[src/rtl/avalon_master_lsu.sv]
// avalon_master_lsu
// Avalon-MM master that turns one core fetch/load/store request at a time
// into a single 32-bit bus transfer, then returns one response strobe.
//
// Ports:
//   clk, reset        system clock, asynchronous active-high reset
//   req_*             core request (valid/ready handshake, accepted in IDLE)
//   resp_*            one-cycle response: right-aligned read data, error flag
//   avm_*             Avalon-MM master port (read/write, byteenable, wait)
//
// Parameter:
//   TIMEOUT_CYCLES    max cycles a transfer may stall in BUS; 0 = no limit
module avalon_master_lsu #(
    parameter int TIMEOUT_CYCLES = 0
) (
    input  logic        clk,
    input  logic        reset,
    input  logic        req_valid,
    output logic        req_ready,
    input  logic        req_write,
    input  logic [31:0] req_addr,
    input  logic [1:0]  req_size,
    input  logic        req_signed,
    input  logic [31:0] req_wdata,
    output logic        resp_valid,
    output logic [31:0] resp_rdata,
    output logic        resp_error,
    output logic [31:0] avm_address,
    output logic        avm_read,
    output logic        avm_write,
    output logic [3:0]  avm_byteenable,
    output logic [31:0] avm_writedata,
    input  logic        avm_waitrequest,
    input  logic [31:0] avm_readdata
);

    typedef enum logic [1:0] {IDLE, BUS, RESP} state_t;

    state_t      state, state_nx;
    logic [1:0]  size_q;
    logic [1:0]  ofs_q;
    logic        signed_q;
    logic        write_q;
    logic        err_q;
    logic [31:0] rdata_q;
    logic [31:0] tcnt;
    logic        bus_timeout;

    function automatic logic is_misaligned(input logic [1:0] size, input logic [1:0] ofs);
        case (size)
            2'b00:   return 1'b0;
            2'b01:   return ofs[0];
            2'b10:   return ofs != 2'b00;
            default: return 1'b1;
        endcase
    endfunction

    function automatic logic [3:0] lane_be(input logic [1:0] size, input logic [1:0] ofs);
        case (size)
            2'b00:   return 4'b0001 << ofs;
            2'b01:   return 4'b0011 << ofs;
            default: return 4'b1111;
        endcase
    endfunction

    // Replicating the store data across lanes lets byteenable alone pick the lane.
    function automatic logic [31:0] lane_wdata(input logic [1:0] size, input logic [31:0] wdata);
        case (size)
            2'b00:   return {4{wdata[7:0]}};
            2'b01:   return {2{wdata[15:0]}};
            default: return wdata;
        endcase
    endfunction

    function automatic logic [31:0] extract(input logic [1:0] size, input logic [1:0] ofs,
                                            input logic sgn, input logic [31:0] rd);
        logic [31:0] sh;
        sh = rd >> {ofs, 3'b000};
        case (size)
            2'b00:   return {{24{sgn & sh[7]}}, sh[7:0]};
            2'b01:   return {{16{sgn & sh[15]}}, sh[15:0]};
            default: return rd;
        endcase
    endfunction

    // Counter value T-1 marks the last allowed BUS cycle.
    assign bus_timeout = (TIMEOUT_CYCLES != 0) && avm_waitrequest &&
                         (tcnt == 32'(TIMEOUT_CYCLES - 1));

    always_ff @(posedge clk or posedge reset) begin
        if (reset) state <= IDLE;
        else       state <= state_nx;
    end

    always_comb begin
        state_nx = state;
        case (state)
            IDLE: if (req_valid)
                      state_nx = is_misaligned(req_size, req_addr[1:0]) ? RESP : BUS;
            BUS:  if (!avm_waitrequest || bus_timeout)
                      state_nx = RESP;
            RESP: state_nx = IDLE;
            default: state_nx = IDLE;
        endcase
    end

    // Response outputs are gated by state so they read 0 outside RESP.
    always_comb begin
        req_ready  = (state == IDLE) && !reset;
        avm_read   = (state == BUS) && !write_q;
        avm_write  = (state == BUS) && write_q;
        resp_valid = (state == RESP);
        resp_error = (state == RESP) && err_q;
        resp_rdata = (state == RESP) ? rdata_q : 32'd0;
    end

    always_ff @(posedge clk or posedge reset) begin
        if (reset) begin
            avm_address    <= 32'd0;
            avm_byteenable <= 4'd0;
            avm_writedata  <= 32'd0;
            size_q         <= 2'd0;
            ofs_q          <= 2'd0;
            signed_q       <= 1'b0;
            write_q        <= 1'b0;
            err_q          <= 1'b0;
            rdata_q        <= 32'd0;
            tcnt           <= 32'd0;
        end else begin
            case (state)
                IDLE: if (req_valid) begin
                    avm_address    <= {req_addr[31:2], 2'b00};
                    avm_byteenable <= lane_be(req_size, req_addr[1:0]);
                    avm_writedata  <= lane_wdata(req_size, req_wdata);
                    size_q         <= req_size;
                    ofs_q          <= req_addr[1:0];
                    signed_q       <= req_signed;
                    write_q        <= req_write;
                    err_q          <= is_misaligned(req_size, req_addr[1:0]);
                    rdata_q        <= 32'd0;
                    tcnt           <= 32'd0;
                end
                BUS: begin
                    tcnt <= tcnt + 32'd1;
                    if (!avm_waitrequest) begin
                        err_q   <= 1'b0;
                        rdata_q <= write_q ? 32'd0 : extract(size_q, ofs_q, signed_q, avm_readdata);
                    end else if (bus_timeout) begin
                        err_q <= 1'b1;
                    end
                end
                default: ;
            endcase
        end
    end

endmodule

[config.mk]
export PLATFORM = sky130hd
export DESIGN_NAME = avalon_master_lsu
export DESIGN_NICKNAME = d
export VERILOG_FILES = /design/src/rtl/avalon_master_lsu.sv
export SDC_FILE = /design/constraint.sdc
export NUM_CORES = 1
export LEC_CHECK = 0
export BUFFER_PORTS_ARGS = -buffer_cell sky130_fd_sc_hd__buf_2
export CAP_MARGIN = 0
export CORE_MARGIN = 3
export CORE_UTILIZATION = 37
export DETAILED_ROUTE_END_ITERATION = 7
export SLEW_MARGIN = 5
export SYNTH_ARGS = -nofsm -noshare
export SYNTH_HDL_FRONTEND = slang
export SYNTH_SLANG_ARGS = --single-unit
[constraint.sdc]
create_clock -name clk -period 4.4 [get_ports clk]
set_clock_uncertainty 0.2 [all_clocks]
set_input_delay 0.22 -clock clk [delete_from_list [all_inputs] [get_ports clk]]
set_output_delay 0.22 -clock clk [all_outputs]
set_load 0.005 [all_outputs]
==> qor.csv <==
stage;metric;value;unit
global_routing;track_usage;20.8;%
pwr;p_seq_share;45.0;%
global_routing;first_global_vias;4970;
logic_synthesis;synth-compound-area-share;12.9;%
finish;final_util;55.6;%
finish;nets;934;
status;status;finished clean;
floorplan;fp.dieW;124;µm
timing;hold_violations;0;
clock_tree;clock-sinks;107;
global_routing;grt_pass1_wl;24.8;mm
pwr;p_leak;3.92;nW
finish;final_cell_mix;206 x buf_2, 169 x nand2_1, 107 x dfrtp_1;
route;via_per_inst;4.94;
logic_synthesis;ys_seq_area_share;52.4;%
timing;slew-limit-headroom;22.4;%
clock_tree;cts_max_path_buffers;2;
global_routing;gr-total-overflow;0;
timing;rsz0062_at_grt;false;
global_routing;antenna_found_initial;0;
floorplan;rows;42;
hold_path;hp-start;avm_readdata[6];
finish;antenna_cells;0;
clock_tree;cts_max_level;3;
pwr;peakVddDrop;0.219;mV
pwr;power_density;434;nW/µm²
logic_synthesis;yosys.area_share.simple;23.4;%
route;drt_iter0_drc;395;
placement;hpwl;10.6;mm
finish;syn2layout_area_growth;45.3;%
logic_synthesis;netlist_instances;561;
timing;tightest_slew;1160;ps
critical_path;r2r_cells;4;
hold_path;min_path_type;primary input to register;
route;routedWlPerCell;15.8;µm
timing;finalCritPeriodShare;57.2;%
timing;slew_violations;0;
pwr;power_frac_clock;25.6;%
critical_path;worstPathRequired;3980;ps
critical_path;r2r_end;rdata_q[30]$_DFFE_PP0P_;
critical_path;r2r_start;ofs_q[1]$_DFFE_PP0P_;
floorplan;ios;209;
critical_path;worstPathMaxFanout;34;
logic_synthesis;synth_area;5110;µm²
hold_path;holdPathEnd;rdata_q[6]$_DFFE_PP0P_;
pwr;power.switching;1.06;mW
logic_synthesis;synth_top_family_by_area;simple AND/OR/NAND/NOR gates;
floorplan;dieArea;15300;µm²
placement;post-place-ws;1990;ps
clock_tree;cts-buffers-inserted;9;
critical_path;critPathLaunchType;register;
floorplan;die_y;124;µm
route;wirelength;16.0;mm
clock_tree;post_cts_resized;0;
timing;tns;0;ps
finish;drive_above_1_share;28.0;%
logic_synthesis;yosys.area.top_type;dfrtp_1;
clock_tree;cts.reportedPaths.clkPinSlew;70;ps
placement;place_area;6220;µm²
clock_tree;clockRootBuffer;clkbuf_16;
route;ant_nets;0;
logic_synthesis;synth_edf_count;0;
logic_synthesis;ys_types;37;
route;drtPass1Iterations;6;
logic_synthesis;yosysTopAreaCellShare;52.4;%
finish;finalInstanceArea;7420;µm²
clock_tree;clk_latency;340;ps
pwr;total_power;3.22;mW
logic_synthesis;ys_seq_elements;107;
timing;fin_crit;2520;ps
logic_synthesis;synthMuxAreaShare;7.18;%
pwr;p_int;2.16;mW
run;maxCapViolations;0;
hold_path;hold_depth;3;
finish;layout_commonest_cell;buf_2;
logic_synthesis;syn_area_per_cell;9.11;µm²
logic_synthesis;synthAdderAreaFrac;0;%
timing;fmax;0.397;GHz
timing;setup_slack;1880;ps
placement;globalplace.congestion;0.847;
route;route.detailed.drc;0;
logic_synthesis;synthFlopType;dfrtp_1;
clock_tree;cts_tree;done;
logic_synthesis;synth.area.top_cells;dfrtp_1 52%, nand2_1 12%, mux2i_1 6.1%;
logic_synthesis;yosysWarnings;0;
logic_synthesis;synth-xor-area-share;0;%
critical_path;crit_path_end_kind;output pin;
logic_synthesis;async_reset_ff_share;100;%
critical_path;crit_type;register to output pin;
critical_path;critical_path_arrival;2100;ps
floorplan;coreArea;13300;µm²
critical_path;r2r_slack;1980;ps
pwr;swShare;33.0;%
floorplan;initial_core_util;38.3;%
placement;port_buffers;206;
clock_tree;postCtsSetupRepairBufs;0;
global_routing;grt_max_degree;76;
route;vias;4995;
timing;finalSetupViolCount;0;
pwr;pwr-share-comb;29.5;%
==> critical path, cell delays in order (launching register included) <==
cell	delay, ps
dfrtp_1	480
nor2b_2	880
and2_1	260
buf_2	120
==> worst max-delay path by stage <==
stage | startpoint | endpoint | slack (ps)
6_report | state[1]$_DFFE_PP0P_ | resp_rdata[15] | 1880
3_3_place_gp | ofs_q[1]$_DFFE_PP0P_ | rdata_q[19]$_DFFE_PP0P_ | 2040
2_1_floorplan | reset | avm_address[10]$_DFFE_PP0P_ | 1160
4_1_cts | state[1]$_DFFE_PP0P_ | resp_rdata[15] | 1840
5_1_grt | state[1]$_DFFE_PP0P_ | resp_rdata[14] | 1720
3_5_place_dp | ofs_q[1]$_DFFE_PP0P_ | rdata_q[23]$_DFFE_PP0P_ | 1990
==> cells in the mapped netlist, types with 2 or more instances <==
cell	number
a21o_1	3
dfrtp_1	107
and2_1	40
clkbuf_1	32
nor2b_1	5
o21ai_0	47
buf_1	2
nand3b_1	5
inv_1	5
nor2_1	24
buf_6	2
mux2i_1	31
nand2_1	170
a31oi_1	4
a21oi_1	17
buf_2	4
a22oi_1	6
nand2b_1	8
nor3_1	2
nand3_1	8
a22o_1	4
a221o_1	16
buf_4	2
mux2_4	3
and3b_1	2
==> logic make-up (layout without fill, tap and decap cells) <==
group,count (synthesis),count (layout)
AO/OA/AOI/OAI,103,103
buffers and inverters,47,320
flip-flops,107,107
multiplexers,35,35
other,1,2
AND/OR/NAND/NOR,268,268
==> area by class of cell <==
type,instances,area (µm²)
Inverter,5,21.3
Tap cell,176,220
Multi-Input combinational cell,408,2240
Fill cell,1239,5930
Clock buffer,11,243
Timing Repair Buffer,299,1950
Clock inverter,5,62.6
Sequential cell,107,2680
==> per-layer routing <==
| layer | part of all wire [%] | vias up | GRT usage, % |
|---|---|---|---|
| met5 | 0 | - | 0 |
| met3 | 8.2 | 31 | 5.12 |
| met1 | 41 | 2338 | 26.0 |
| met2 | 48 | 225 | 34.9 |
| li1 | - | 2401 | - |
| met4 | 2.6 | 0 | 7.68 |
==> state kept, by name, summed over array words and instances (netlist names) <==
signal / cells
avm_address: 30
state: 2
avm_writedata: 32
signed_q: 1
write_q: 1
err_q: 1
avm_byteenable: 4
size_q: 2
rdata_q: 32
ofs_q: 2
==> power groups by stage <==
| stage | clock (mW) | combinational (mW) | sequential, mW |
|---|---|---|---|
| floorplan | 0 | 0.520 | 1.41 |
| global route | 0.879 | 1.07 | 1.48 |
| finish | 0.823 | 0.948 | 1.45 |
| CTS | 0.848 | 0.955 | 1.45 |
| detailed placement | 0 | 0.896 | 1.45 |
| global placement | 0 | 0.871 | 1.45 |
==> through the flow <==
step           hold slack [ps]  std cells
3_5_place_dp               218        905
4_1_cts                   2.21       1011
3_3_place_gp               208        905
5_1_grt                   14.9       1011
2_1_floorplan              125        562
6_report                  7.07       1011
==> what timing repair did <==
| action | 4_1_cts | 5_1_grt |
|---|---|---|
| hold buffers | 90 | 0 |
| endpoints found under the hold margin | 163 | 0 |
| endpoints found under the setup margin | 0 | 0 |
No activity file was read; power rests on OpenSTA's default activity.
